$ cat src/rtl/nexus_pkg.sv
// Shared definitions for the nexus EX/MEM stage: ALU op codes, flag bit
// positions, buffer state encoding and the per-op flag update mask.
package nexus_pkg;

    localparam int DATA_W = 16;

    localparam logic [3:0] OP_ADD  = 4'b0000;
    localparam logic [3:0] OP_SUB  = 4'b0001;
    localparam logic [3:0] OP_AND  = 4'b0010;
    localparam logic [3:0] OP_OR   = 4'b0011;
    localparam logic [3:0] OP_XOR  = 4'b0100;
    localparam logic [3:0] OP_INC  = 4'b0101;
    localparam logic [3:0] OP_SHL  = 4'b0110;
    localparam logic [3:0] OP_NOT  = 4'b0111;
    localparam logic [3:0] OP_CMP  = 4'b1000;
    localparam logic [3:0] OP_SHR  = 4'b1001;
    localparam logic [3:0] OP_DEC  = 4'b1010;
    localparam logic [3:0] OP_MOV  = 4'b1011;
    localparam logic [3:0] OP_ROL  = 4'b1100;
    localparam logic [3:0] OP_NOP  = 4'b1101;
    localparam logic [3:0] OP_LDI  = 4'b1110;
    localparam logic [3:0] OP_PASS = 4'b1111;

    localparam int FLAG_N = 3;
    localparam int FLAG_Z = 2;
    localparam int FLAG_C = 1;
    localparam int FLAG_V = 0;

    typedef enum logic [1:0] {
        ST_EMPTY = 2'd0,
        ST_ONE   = 2'd1,
        ST_TWO   = 2'd2
    } buf_state_t;

    typedef struct packed {
        logic [DATA_W-1:0] result;
        logic              wb_en;
        logic              mem_rd;
        logic              mem_wr;
        logic [DATA_W-1:0] store_data;
    } ex_payload_t;

    // Which of {N,Z,C,V} an op is allowed to overwrite; cleared bits keep their value.
    function automatic logic [3:0] flag_mask(input logic [3:0] op);
        logic [3:0] m;
        case (op)
            OP_ADD, OP_SUB, OP_CMP:                          m = 4'b1111;
            OP_SHR, OP_ROL, OP_SHL:                          m = 4'b1110;
            OP_AND, OP_OR, OP_XOR, OP_INC, OP_NOT,
            OP_DEC, OP_MOV:                                  m = 4'b1100;
            default:                                         m = 4'b0000;
        endcase
        return m;
    endfunction

endpackage

$ cat src/rtl/nexus_flag_reg.sv
// Committed NZCV flag register; merges new ALU flags under the per-op mask.
module nexus_flag_reg
    import nexus_pkg::*;
(
    input  logic       clk,
    input  logic       rst,
    input  logic       commit,
    input  logic [3:0] alu_op,
    input  logic       n,
    input  logic       z,
    input  logic       c,
    input  logic       v,
    output logic [3:0] flags
);

    logic [3:0] mask;
    logic [3:0] raw;
    logic [3:0] merged;
    logic [3:0] flags_q;

    always_comb begin
        mask   = flag_mask(alu_op);
        raw    = {n, z, c, v};
        merged = (raw & mask) | (flags_q & ~mask);
    end

    always_ff @(posedge clk) begin
        if (rst) begin
            flags_q <= 4'b0000;
        end else if (commit) begin
            flags_q <= merged;
        end
    end

    assign flags = flags_q;

endmodule

$ cat src/rtl/nexus_ex_mem_stage.sv
// EX/MEM boundary: two-entry in-order skid buffer plus committed flag register.
// Define NEXUS_EXMEM_FWD_EN to expose the head entry as a forwarding source.
module nexus_ex_mem_stage
    import nexus_pkg::*;
#(
    parameter int RD_W = 3
) (
    input  logic              clk,
    input  logic              rst,
    input  logic              in_valid,
    output logic              in_ready,
    input  logic [3:0]        in_alu_op,
    input  logic [DATA_W-1:0] in_result,
    input  logic              in_n,
    input  logic              in_z,
    input  logic              in_c,
    input  logic              in_v,
    input  logic              in_set_flags,
    input  logic [RD_W-1:0]   in_rd,
    input  logic              in_wb_en,
    input  logic              in_mem_rd,
    input  logic              in_mem_wr,
    input  logic [DATA_W-1:0] in_store_data,
    input  logic              flush,
    output logic              out_valid,
    input  logic              out_ready,
    output logic [DATA_W-1:0] out_result,
    output logic [RD_W-1:0]   out_rd,
    output logic              out_wb_en,
    output logic              out_mem_rd,
    output logic              out_mem_wr,
    output logic [DATA_W-1:0] out_store_data,
`ifdef NEXUS_EXMEM_FWD_EN
    output logic              fwd_valid,
    output logic [RD_W-1:0]   fwd_rd,
    output logic [DATA_W-1:0] fwd_result,
`endif
    output logic [3:0]        flags_nzcv,
    output logic              carry_out
);

    buf_state_t        state_q;
    buf_state_t        state_d;
    logic              in_ready_q;
    logic              accept;
    logic              emit;
    logic              load_head;
    logic              load_skid;
    logic              promote_skid;
    logic              flag_commit;

    ex_payload_t       in_pl;
    ex_payload_t       head_pl_p1;
    ex_payload_t       skid_pl_p1;
    logic [RD_W-1:0]   head_rd_p1;
    logic [RD_W-1:0]   skid_rd_p1;

    assign in_pl = '{result:     in_result,
                     wb_en:      in_wb_en,
                     mem_rd:     in_mem_rd,
                     mem_wr:     in_mem_wr,
                     store_data: in_store_data};

    assign accept = in_valid && in_ready_q;
    assign emit   = out_valid && out_ready;

    always_ff @(posedge clk) begin
        if (rst) begin
            state_q    <= ST_EMPTY;
            in_ready_q <= 1'b0;
        end else begin
            state_q    <= state_d;
            in_ready_q <= (state_d != ST_TWO);
        end
    end

    always_comb begin
        state_d      = state_q;
        load_head    = 1'b0;
        load_skid    = 1'b0;
        promote_skid = 1'b0;
        case (state_q)
            ST_EMPTY: begin
                if (accept) begin
                    state_d   = ST_ONE;
                    load_head = 1'b1;
                end
            end
            ST_ONE: begin
                case ({accept, emit})
                    2'b10: begin
                        state_d   = ST_TWO;
                        load_skid = 1'b1;
                    end
                    2'b01: state_d = ST_EMPTY;
                    2'b11: begin
                        state_d   = ST_ONE;
                        load_head = 1'b1;
                    end
                    default: state_d = ST_ONE;
                endcase
            end
            ST_TWO: begin
                // in_ready is low here, so only draining is possible
                if (emit) begin
                    state_d      = ST_ONE;
                    promote_skid = 1'b1;
                end
            end
            default: state_d = ST_EMPTY;
        endcase
        if (flush) begin
            state_d      = ST_EMPTY;
            load_head    = 1'b0;
            load_skid    = 1'b0;
            promote_skid = 1'b0;
        end
    end

    always_comb begin
        out_valid = (state_q != ST_EMPTY);
        in_ready  = in_ready_q;
    end

    // p1: head and skid payload registers
    always_ff @(posedge clk) begin
        if (rst) begin
            head_pl_p1 <= '0;
            head_rd_p1 <= '0;
            skid_pl_p1 <= '0;
            skid_rd_p1 <= '0;
        end else begin
            if (load_head) begin
                head_pl_p1 <= in_pl;
                head_rd_p1 <= in_rd;
            end else if (promote_skid) begin
                head_pl_p1 <= skid_pl_p1;
                head_rd_p1 <= skid_rd_p1;
            end
            if (load_skid) begin
                skid_pl_p1 <= in_pl;
                skid_rd_p1 <= in_rd;
            end
        end
    end

    assign out_result     = head_pl_p1.result;
    assign out_rd         = head_rd_p1;
    assign out_wb_en      = head_pl_p1.wb_en;
    assign out_mem_rd     = head_pl_p1.mem_rd;
    assign out_mem_wr     = head_pl_p1.mem_wr;
    assign out_store_data = head_pl_p1.store_data;

`ifdef NEXUS_EXMEM_FWD_EN
    // Loads have no value yet at this stage, so they are not forwardable.
    assign fwd_valid  = out_valid && head_pl_p1.wb_en && !head_pl_p1.mem_rd;
    assign fwd_rd     = head_rd_p1;
    assign fwd_result = head_pl_p1.result;
`endif

    // Flags commit in program order at accept; a flushed instruction never commits.
    assign flag_commit = accept && in_set_flags && !flush;

    nexus_flag_reg u_flag_reg (
        .clk    (clk),
        .rst    (rst),
        .commit (flag_commit),
        .alu_op (in_alu_op),
        .n      (in_n),
        .z      (in_z),
        .c      (in_c),
        .v      (in_v),
        .flags  (flags_nzcv)
    );

    assign carry_out = flags_nzcv[FLAG_C];

endmodule

$ cat config.mk
export PLATFORM = sky130hd
export DESIGN_NAME = nexus_ex_mem_stage
export DESIGN_NICKNAME = d
export VERILOG_FILES = /design/src/rtl/nexus_pkg.sv /design/src/rtl/nexus_flag_reg.sv /design/src/rtl/nexus_ex_mem_stage.sv
export SDC_FILE = /design/constraint.sdc
export NUM_CORES = 1
export LEC_CHECK = 0
export ABC_AREA = 1
export CAP_MARGIN = 20
export CORE_UTILIZATION = 47
export CTS_BUF_LIST = sky130_fd_sc_hd__clkbuf_8
export CTS_CLUSTER_DIAMETER = 50
export DETAILED_ROUTE_END_ITERATION = 6
export GPL_TIMING_DRIVEN = 1
export PLACE_DENSITY = 0.81
export RECOVER_POWER = 50
export SLEW_MARGIN = 0
export SYNTH_ARGS = -nofsm -noshare
export SYNTH_HDL_FRONTEND = slang
export SYNTH_SLANG_ARGS = --single-unit
$ cat constraint.sdc
create_clock -name clk -period 1.1 [get_ports clk]
set_input_delay 0.165 -clock clk [delete_from_list [all_inputs] [get_ports clk]]
set_output_delay 0.165 -clock clk [all_outputs]
set_load 0.01 [all_outputs]
==> results of run 1 <==
## worst paths after layout
path / startpoint / to / depth (start not counted)
worst max-delay path: state_q[1] / out_result[14] / 7
worst min-delay path: in_v / flop / 3
worst max register to register: state_q[1] / out_result[14] / 7
worst min register to register: flop / flop / 2
## layout by cell type (no fill, tap or decap), types with 2 or more instances in the layout
cell type | netlist | final
sky130_fd_sc_hd__nand3b_1 | 38 | 38
sky130_fd_sc_hd__clkdlybuf4s50_1 | 0 | 50
sky130_fd_sc_hd__inv_2 | 7 | 7
sky130_fd_sc_hd__inv_4 | 0 | 3
sky130_fd_sc_hd__nand3_2 | 1 | 7
sky130_fd_sc_hd__nand2_4 | 0 | 3
sky130_fd_sc_hd__dfxtp_1 | 83 | 64
sky130_fd_sc_hd__clkinv_2 | 0 | 2
sky130_fd_sc_hd__nand3_1 | 45 | 38
sky130_fd_sc_hd__clkbuf_1 | 9 | 4
sky130_fd_sc_hd__buf_2 | 12 | 26
sky130_fd_sc_hd__a21oi_2 | 0 | 2
sky130_fd_sc_hd__clkbuf_16 | 0 | 2
sky130_fd_sc_hd__buf_4 | 6 | 13
sky130_fd_sc_hd__nand2_1 | 170 | 163
sky130_fd_sc_hd__clkinv_1 | 10 | 10
sky130_fd_sc_hd__dfxtp_2 | 0 | 18
sky130_fd_sc_hd__bufinv_16 | 0 | 2
sky130_fd_sc_hd__clkdlybuf4s15_2 | 0 | 3
sky130_fd_sc_hd__o21ai_1 | 32 | 22
sky130_fd_sc_hd__nand2_2 | 1 | 5
sky130_fd_sc_hd__nor2_1 | 118 | 117
sky130_fd_sc_hd__nor2_4 | 1 | 3
sky130_fd_sc_hd__clkbuf_8 | 0 | 9
sky130_fd_sc_hd__nand4_1 | 4 | 4
sky130_fd_sc_hd__clkbuf_2 | 0 | 12
sky130_fd_sc_hd__buf_6 | 14 | 3
sky130_fd_sc_hd__o21ai_2 | 4 | 14
sky130_fd_sc_hd__a21oi_1 | 9 | 7
sky130_fd_sc_hd__inv_1 | 107 | 106
sky130_fd_sc_hd__buf_12 | 0 | 11
## cell type report
cell class                 instances  area share, %
clock buffer                       9          2.163
clock inverter                     7          1.486
inverter                         124          8.260
multi-input combinational        427          35.69
sequential                        83          29.48
tap                              108          2.360
timing repair buffer             126          20.56
## repair_timing
item,in CTS,in global routing
pin swaps,1,7
buffers inserted,1,1
setup endpoints to repair,127,122
gates resized for setup,144,77
hold endpoints to repair,0,0
cloned,1,3
## tightest hold or removal path, cell delays in order
cell and delay, ns:
sky130_fd_sc_hd__clkdlybuf4s50_1 0.39, sky130_fd_sc_hd__nand3_1 0.08, sky130_fd_sc_hd__a21oi_1 0.05
## layer usage
metal,GRT usage [%],up-vias
met1,26.21,1886
met5,0,-
met3,5.154,16
li1,-,2207
met4,7.692,0
met2,37.54,108
## state kept, by name (all words and copies together), names as in the netlist, named ones only
name / flops
out_store_data: 16
out_result: 16
skid_pl_p1: 35
out_mem_rd: 1
in_ready: 1
out_rd: 3
state_q: 2
out_mem_wr: 1
skid_rd_p1: 3
out_wb_en: 1
## power breakdown
| part | leakage, uW | switching [uW] | internal, uW |
|---|---|---|---|
| sequential | 0.000682 | 39.0 | 3090 |
| combinational | 0.00242 | 480 | 466 |
| clock | 0.000112 | 1100 | 1260 |
| total | 0.00321 | 1620 | 4810 |
## per-stage QoR
stage / cell area [sq um] / hold WS [ns]
final: 5725 / 0.3734
after global routing: 5725 / 0.3720
after CTS: 5774 / 0.3695
after detailed placement: 5473 / 0.4598
after global placement: 5473 / 0.4510
after floorplan: 4389 / 0.2999
## cell families (layout without fill, tap and decap cells)
| family | Yosys count | in the layout |
|---|---|---|
| AO/OA/AOI/OAI | 46 | 46 |
| buffers and inverters | 166 | 266 |
| flip-flops | 83 | 83 |
| AND/OR/NAND/NOR | 381 | 381 |
==> report_table.html, run 1 <==
<table>
<tr><th>Metric</th><th>Value</th></tr>
<tr><th colspan="2">Status</th></tr>
<tr><td>Outcome</td><td>finished, violations left</td></tr>
<tr><td>Violations in the final reports</td><td>DRC, setup timing</td></tr>
<tr><th colspan="2">Finish</th></tr>
<tr><td>Utilization after layout</td><td>64.71%</td></tr>
<tr><td>Ratio of cells with drive above 1 in the final layout</td><td>19.33%</td></tr>
<tr><td>Fill cell total of the finished layout</td><td>773</td></tr>
<tr><td>Total inserted antenna cells</td><td>0</td></tr>
<tr><td># nets final</td><td>823</td></tr>
<tr><td>Area growth syn-to-layout</td><td>31.99%</td></tr>
<tr><td>Combined flip-flop and latch cell area</td><td>1688 sq um</td></tr>
<tr><td>Number of non-filler instances in the completed layout</td><td>884</td></tr>
<tr><td>Area taken by multi-input logic gates</td><td>2043 sq um</td></tr>
<tr><th colspan="2">Timing</th></tr>
<tr><td>Final worst-path setup slack</td><td>-0.1143 ns</td></tr>
<tr><td>Period utilization</td><td>110.4%</td></tr>
<tr><td>Final Hold Violating Endpoints</td><td>0</td></tr>
<tr><td>Relative max-transition margin</td><td>81.56%</td></tr>
<tr><td>Pin slew with the least headroom to its limit</td><td>0.2755 ns</td></tr>
<tr><td>Final setup fails</td><td>79</td></tr>
<tr><td>Final Critical Period</td><td>1.214 ns</td></tr>
<tr><td>Setup TNS</td><td>-5.774 ns</td></tr>
<tr><td>Max frequency</td><td>823.5 MHz</td></tr>
<tr><td>Final max-slew violation count</td><td>0</td></tr>
<tr><td>RSZ-0062 raised after global routing</td><td>true</td></tr>
<tr><td>Final Skew</td><td>0.009705 ns</td></tr>
<tr><th colspan="2">Synth</th></tr>
<tr><td>Register bit total from synthesis</td><td>83</td></tr>
<tr><td>Mapped Cells</td><td>676</td></tr>
<tr><td>Most area-consuming cells after synthesis</td><td>sky130_fd_sc_hd__dfxtp_1 38%, sky130_fd_sc_hd__nand2_1 15%, sky130_fd_sc_hd__nor2_1 10%, sky130_fd_sc_hd__inv_1 9.3%, sky130_fd_sc_hd__nand3b_1 6.6%</td></tr>
<tr><td>Count of unique library cells instantiated by Yosys</td><td>24</td></tr>
<tr><td>Yosys top cell area share</td><td>38.30%</td></tr>
<tr><td>Count of yosys warnings during synthesis</td><td>0</td></tr>
<tr><td>Most frequent cells after synthesis</td><td>170 x sky130_fd_sc_hd__nand2_1, 118 x sky130_fd_sc_hd__nor2_1, 107 x sky130_fd_sc_hd__inv_1</td></tr>
<tr><td>Fraction of registers with async set or reset after synthesis</td><td>0%</td></tr>
<tr><td>Post-synthesis instance area</td><td>4338 sq um</td></tr>
<tr><td>Net count of the mapped netlist</td><td>728</td></tr>
<tr><td>Post-synth top area cell</td><td>sky130_fd_sc_hd__dfxtp_1</td></tr>
<tr><td>Post-synthesis compound-gate area fraction</td><td>5.682%</td></tr>
<tr><td>Fraction of the mapped netlist area in simple logic gates</td><td>38.36%</td></tr>
<tr><td>Number of synthesized flops with an enable pin</td><td>0</td></tr>
<tr><td>Parity-gate share of the synthesized area counting xor and xnor cells</td><td>0%</td></tr>
<tr><td>Dominant combinational cell family by area after synthesis</td><td>simple AND/OR/NAND/NOR gates</td></tr>
<tr><td>Share of synthesized area spent on multiplexers</td><td>0%</td></tr>
<tr><td>Syn Area/Cell</td><td>6.417 sq um</td></tr>
<tr><td>Portion of the post-synthesis area used by sequential elements</td><td>38.30%</td></tr>
<tr><td>Most used standard cell by instance count after synthesis</td><td>sky130_fd_sc_hd__nand2_1</td></tr>
<tr><td>Primary FF master, synth</td><td>sky130_fd_sc_hd__dfxtp_1</td></tr>
<tr><td>Adder-cell share of the synthesized area</td><td>0%</td></tr>
<tr><th colspan="2">Critical path</th></tr>
<tr><td>Top cell by count, worst path</td><td>sky130_fd_sc_hd__nand2_1</td></tr>
<tr><td>Worst Setup End Kind</td><td>flop</td></tr>
<tr><td>Startpoint kind of the worst setup timing path</td><td>flop</td></tr>
<tr><td>Worst Path Buf+Inv</td><td>2</td></tr>
<tr><td>R2r setup slk</td><td>-0.11 ns</td></tr>
<tr><td>Crit path required time</td><td>1.39 ns</td></tr>
<tr><td>Maximum fanout along the worst path</td><td>10</td></tr>
<tr><td>Cells along the critical path</td><td>nand2_1, inv_4, nand2_2, buf_4, nand3b_1, nand2_1, nor2_1</td></tr>
<tr><td>Delay contributed by the slowest stage of the critical path</td><td>0.38 ns</td></tr>
<tr><td>Data arrival time of the worst path</td><td>1.50 ns</td></tr>
<tr><td>Worst Path Class, Setup</td><td>flop to flop</td></tr>
<tr><td>Kind of cell with the highest combined delay on the critical path</td><td>simple AND/OR/NAND/NOR gates</td></tr>
<tr><td>Slowest cell on the critical path</td><td>sky130_fd_sc_hd__dfxtp_2</td></tr>
<tr><th colspan="2">Clock network</th></tr>
<tr><td>TritonCTS clock tree</td><td>built</td></tr>
<tr><td>Post-cts hold buffer count</td><td>0</td></tr>
<tr><td>Insertion delay of the later-clocked pin in the worst-skew pair</td><td>0.36 ns</td></tr>
<tr><td>Max H-tree Level</td><td>3</td></tr>
<tr><td>Clock transition at the registers of the reported paths</td><td>0.08 ns</td></tr>
<tr><td>CTS Root Cell</td><td>sky130_fd_sc_hd__clkbuf_8</td></tr>
<tr><td>Number of clock sinks</td><td>83</td></tr>
<tr><td>Maximum root-to-sink buffer count</td><td>2</td></tr>
<tr><td>Number of buffers created by CTS</td><td>9</td></tr>
<tr><th colspan="2">Drt</th></tr>
<tr><td>Wire per inst</td><td>12.14 um</td></tr>
<tr><td>Top routing layer used</td><td>met4</td></tr>
<tr><td>Total length of routed wires</td><td>10.73 mm</td></tr>
<tr><td>Via count</td><td>4217</td></tr>
<tr><td>Remaining DRCs</td><td>7</td></tr>
<tr><td>Count of routing violations after the opening detailed-route iteration</td><td>164</td></tr>
<tr><td>Detail-routed via count per cell</td><td>4.770</td></tr>
<tr><td>Met1 Wirelength</td><td>4.819 mm</td></tr>
<tr><td>Met3 wirelength from detailed routing</td><td>564 um</td></tr>
<tr><td>Number of search-and-repair iterations in the first detailed-routing pass</td><td>7</td></tr>
<tr><td>Final ANT Viol Nets</td><td>0</td></tr>
<tr><td>Routed length on met2</td><td>5.194 mm</td></tr>
<tr><th colspan="2">Placement</th></tr>
<tr><td>Number of I/O port buffers</td><td>96</td></tr>
<tr><td>Cell count after placement</td><td>862</td></tr>
<tr><td>Worst-case setup slack after placement</td><td>-0.5141 ns</td></tr>
<tr><td>Half-perimeter wire length after placement</td><td>6.529 mm</td></tr>
<tr><td>Final weighted congestion of routability-driven global placement</td><td>0.8212</td></tr>
<tr><th colspan="2">Floorplanning</th></tr>
<tr><td>Effective utilization at floorplan</td><td>49.02%</td></tr>
<tr><td>Number of top-level pins</td><td>97</td></tr>
<tr><td>Placeable core area</td><td>8848 sq um</td></tr>
<tr><td>Chip width</td><td>98.07 um</td></tr>
<tr><td>Die Area</td><td>9618 sq um</td></tr>
<tr><td>Cell row count</td><td>34</td></tr>
<tr><td>Height of the die</td><td>98.07 um</td></tr>
<tr><th colspan="2">Power</th></tr>
<tr><td>Worst voltage drop across the vdd grid</td><td>0.6977 mV</td></tr>
<tr><td>Final Power</td><td>6427 uW</td></tr>
<tr><td>Static power due to leakage</td><td>0.003212 uW</td></tr>
<tr><td>Total power density per cell area</td><td>1123 nW/um^2</td></tr>
<tr><th colspan="2">Flow run</th></tr>
<tr><td>Number of maximum-capacitance constraint violations</td><td>0</td></tr>
<tr><th colspan="2">Global routing</th></tr>
<tr><td>Via count of the first global-routing pass</td><td>3783</td></tr>
<tr><td>Global-route wire length before repair</td><td>16.91 mm</td></tr>
<tr><td>Number of antenna violations at the first check in global routing</td><td>0</td></tr>
<tr><td>Pin count of the biggest net entering global routing</td><td>46</td></tr>
<tr><td>GRT Residual Overflow</td><td>0</td></tr>
<tr><td>Global router's overall resource usage</td><td>21.69%</td></tr>
<tr><th colspan="2">Worst hold path</th></tr>
<tr><td>Hold WC Path Type</td><td>primary input to flop</td></tr>
</table>
(Power assumes the default switching activity.)
==> run 2: changes to the inputs <==
Settings changed: SKIP_LAST_GASP set to 1, SLEW_MARGIN 0 to unset.
==> report_table.html, run 2 (same netlist as run 1, synthesis figures left out) <==
<table>
<tr><th>Metric</th><th>Value</th></tr>
<tr><th colspan="2">Timing</th></tr>
<tr><td>RSZ-0062 raised after global routing</td><td>true</td></tr>
<tr><td>Final Skew</td><td>0.007548 ns (-0.002158 ns)</td></tr>
<tr><td>Final Hold Violating Endpoints</td><td>0 (unchanged)</td></tr>
<tr><td>Final max-slew violation count</td><td>0 (unchanged)</td></tr>
<tr><td>Fin Hold WS</td><td>0.3678 ns (-0.005656 ns)</td></tr>
<tr><td>Final Critical Period</td><td>1.224 ns (+0.009987 ns)</td></tr>
<tr><td>Max frequency</td><td>816.8 MHz (-0.82%)</td></tr>
<tr><td>Final worst-path setup slack</td><td>-0.1243 ns (-0.009987 ns)</td></tr>
<tr><td>Period utilization</td><td>111.3% (+0.91 points)</td></tr>
<tr><td>Pin slew with the least headroom to its limit</td><td>0.2718 ns (-0.003688 ns)</td></tr>
<tr><td>Final setup fails</td><td>79 (unchanged)</td></tr>
<tr><td>Setup TNS</td><td>-7.102 ns (-1.329 ns)</td></tr>
<tr><td>Relative max-transition margin</td><td>81.81% (+0.25 points)</td></tr>
<tr><th colspan="2">Critical path</th></tr>
<tr><td>Worst Setup End Kind</td><td>flop</td></tr>
<tr><td>Maximum fanout along the worst path</td><td>22 (+12)</td></tr>
<tr><td>Startpoint kind of the worst setup timing path</td><td>flop</td></tr>
<tr><td>Data arrival time of the worst path</td><td>1.48 ns (-0.02 ns)</td></tr>
<tr><td>Setup crit start</td><td>state_q[0]</td></tr>
<tr><td>Beginning of the worst register-to-register path</td><td>state_q[0]</td></tr>
<tr><td>Crit path required time</td><td>1.36 ns (-0.03 ns)</td></tr>
<tr><td>Worst Path Class, Setup</td><td>flop to flop</td></tr>
<tr><td>R2r setup slk</td><td>-0.12 ns (about the same)</td></tr>
<tr><th colspan="2">Global routing</th></tr>
<tr><td>Global-route wire length before repair</td><td>16.86 mm (-0.28%)</td></tr>
<tr><td>GRT Residual Overflow</td><td>0 (unchanged)</td></tr>
<tr><td>Global router's overall resource usage</td><td>21.65% (-0.046 points)</td></tr>
<tr><td>Number of antenna violations at the first check in global routing</td><td>0 (unchanged)</td></tr>
<tr><td>Via count of the first global-routing pass</td><td>3777 (-0.16%)</td></tr>
<tr><td>Pin count of the biggest net entering global routing</td><td>46 (unchanged)</td></tr>
<tr><th colspan="2">Power</th></tr>
<tr><td>Total power density per cell area</td><td>1136 nW/um^2 (+1.2%)</td></tr>
<tr><td>Combinational group share of total power</td><td>14.0% (-0.7 points)</td></tr>
<tr><td>Static power due to leakage</td><td>0.003166 uW (-1.4%)</td></tr>
<tr><td>Share of total power in the clock network</td><td>36.9% (+0.3 points)</td></tr>
<tr><td>Worst voltage drop across the vdd grid</td><td>0.5823 mV (-17%)</td></tr>
<tr><td>Switching part of the total power</td><td>25.00% (-0.17 points)</td></tr>
<tr><td>Cell internal pwr</td><td>4775 uW (-0.72%)</td></tr>
<tr><td>Final Power</td><td>6366 uW (-0.95%)</td></tr>
<tr><td>Sequential share of power</td><td>49.1% (+0.4 points)</td></tr>
<tr><td>Sw Pwr</td><td>1591 uW (-1.6%)</td></tr>
<tr><th colspan="2">Clock network</th></tr>
<tr><td>Clock transition at the registers of the reported paths</td><td>0.08 ns (about the same)</td></tr>
<tr><td>Number of buffers created by CTS</td><td>9 (unchanged)</td></tr>
<tr><td>Maximum root-to-sink buffer count</td><td>2 (unchanged)</td></tr>
<tr><td>Max H-tree Level</td><td>3 (unchanged)</td></tr>
<tr><td>TritonCTS clock tree</td><td>built</td></tr>
<tr><td>CTS Root Cell</td><td>sky130_fd_sc_hd__clkbuf_8</td></tr>
<tr><td>Insertion delay of the later-clocked pin in the worst-skew pair</td><td>0.36 ns (about the same)</td></tr>
<tr><td>Number of clock sinks</td><td>83 (unchanged)</td></tr>
<tr><td>Post-cts hold buffer count</td><td>0 (unchanged)</td></tr>
<tr><th colspan="2">Floorplanning</th></tr>
<tr><td>Number of top-level pins</td><td>97 (unchanged)</td></tr>
<tr><td>Height of the die</td><td>98.07 um (unchanged)</td></tr>
<tr><td>Placeable core area</td><td>8848 sq um (unchanged)</td></tr>
<tr><td>Cell row count</td><td>34 (unchanged)</td></tr>
<tr><td>Die Area</td><td>9618 sq um (unchanged)</td></tr>
<tr><td>Effective utilization at floorplan</td><td>49.02% (unchanged)</td></tr>
<tr><td>Chip width</td><td>98.07 um (unchanged)</td></tr>
<tr><th colspan="2">Placement</th></tr>
<tr><td>Final weighted congestion of routability-driven global placement</td><td>0.8212 (unchanged)</td></tr>
<tr><td>Half-perimeter wire length after placement</td><td>6.529 mm (unchanged)</td></tr>
<tr><td>Number of I/O port buffers</td><td>96 (unchanged)</td></tr>
<tr><th colspan="2">Status</th></tr>
<tr><td>Violations in the final reports</td><td>DRC, setup timing</td></tr>
<tr><td>Outcome</td><td>finished, violations left</td></tr>
<tr><th colspan="2">Finish</th></tr>
<tr><td># nets final</td><td>821 (-0.24%)</td></tr>
<tr><td>Commonest cells after routing, fill and taps aside</td><td>164 x sky130_fd_sc_hd__nand2_1, 117 x sky130_fd_sc_hd__nor2_1, 107 x sky130_fd_sc_hd__inv_1</td></tr>
<tr><td>Area taken by multi-input logic gates</td><td>1973 sq um (-3.4%)</td></tr>
<tr><td>Register with the most flip-flops</td><td>skid_pl_p1</td></tr>
<tr><td>Largest register FFs</td><td>35 (unchanged)</td></tr>
<tr><td>Total inserted antenna cells</td><td>0 (unchanged)</td></tr>
<tr><td>Fill cell total of the finished layout</td><td>798 (+3.2%)</td></tr>
<tr><td>Most common library cell in the layout ignoring fill and taps</td><td>sky130_fd_sc_hd__nand2_1</td></tr>
<tr><td>Ratio of cells with drive above 1 in the final layout</td><td>15.76% (-3.6 points)</td></tr>
<tr><td>Area growth syn-to-layout</td><td>29.22%</td></tr>
<tr><td>Combined flip-flop and latch cell area</td><td>1680 sq um (-0.44%)</td></tr>
<tr><th colspan="2">Drt</th></tr>
<tr><td>Final ANT Viol Nets</td><td>0 (unchanged)</td></tr>
<tr><td>Via count</td><td>4163 (-1.3%)</td></tr>
<tr><td>Number of search-and-repair iterations in the first detailed-routing pass</td><td>6 (-1)</td></tr>
<tr><td>Total length of routed wires</td><td>10.57 mm (-1.5%)</td></tr>
<tr><td>Wire per inst</td><td>11.99 um (-1.2%)</td></tr>
<tr><td>Remaining DRCs</td><td>7 (unchanged)</td></tr>
<tr><td>Detail-routed via count per cell</td><td>4.720 (-1.1%)</td></tr>
<tr><td>Count of routing violations after the opening detailed-route iteration</td><td>148 (-9.8%)</td></tr>
<tr><th colspan="2">Worst hold path</th></tr>
<tr><td>Hold WC Path Type</td><td>primary input to flop</td></tr>
<tr><td>Hold path startpoint</td><td>in_v</td></tr>
<tr><th colspan="2">Flow run</th></tr>
<tr><td>Number of maximum-capacitance constraint violations</td><td>0 (unchanged)</td></tr>
</table>
-- run 2: final timing paths --
kind,to,cells after the start
min,flop,3
min reg2reg,flop,2
max,skid_rd_p1[2],6
max reg2reg,skid_rd_p1[2],6
-- run 2: power groups by stage --
stage                     logic (uW)  clock network (uW)  registers [uW]
final                            890                2350            3120
after global routing             977                2550            3140
after CTS                        926                2400            3130
after detailed placement         921                   0            3190
after global placement           901                   0            3190
after floorplan                  427                   0            3230
-- run 2: area by class of cell --
cell class	instances	area share, %
Multi-Input combinational cell	427	35.20
Sequential cell	83	29.98
Timing Repair Buffer	124	20.25
Inverter	124	8.438
Tap cell	108	2.411
Clock buffer	9	2.210
Clock inverter	7	1.518
-- run 2: layer usage --
layer  routed length (um)  vias to the layer above  global-route usage [%]
met1                 4843                     1849                   26.16
li1                     -                     2211                       -
met5                    0                        -                       0
met4                  176                        0                   7.343
met3                  524                       15                   5.082
met2                 5027                       88                   37.65
-- run 2: timing repair --
item                                    4_1_cts  5_1_grt
pin swaps                                     1        2
gates resized for setup                     136       67
cloned                                        1        2
endpoints found under the setup margin      127      122
buffers inserted                              1        1
-- run 2: worst max-delay path, stage by stage (launching register included) --
cell and delay [ns]:
sky130_fd_sc_hd__dfxtp_4 0.38, sky130_fd_sc_hd__nand2_2 0.10, sky130_fd_sc_hd__inv_2 0.07, sky130_fd_sc_hd__nand3_2 0.16
sky130_fd_sc_hd__clkbuf_16 0.25, sky130_fd_sc_hd__nor2_1 0.11, sky130_fd_sc_hd__nor2_1 0.06
-- run 2: per-stage QoR --
| stage | std cells | setup slack [ns] | area [sq um] | utilization (%) |
|---|---|---|---|---|
| global route | 882 | -0.2450 | 5605 | 63.35 |
| finish | 882 | -0.1243 | 5605 | 63.35 |
| global placement | 862 | -0.4660 | 5473 | 61.85 |
| floorplan | 676 | -0.04569 | 4389 | - |
| CTS | 880 | -0.1120 | 5748 | 64.96 |
| detailed placement | 862 | -0.5141 | 5473 | 61.85 |
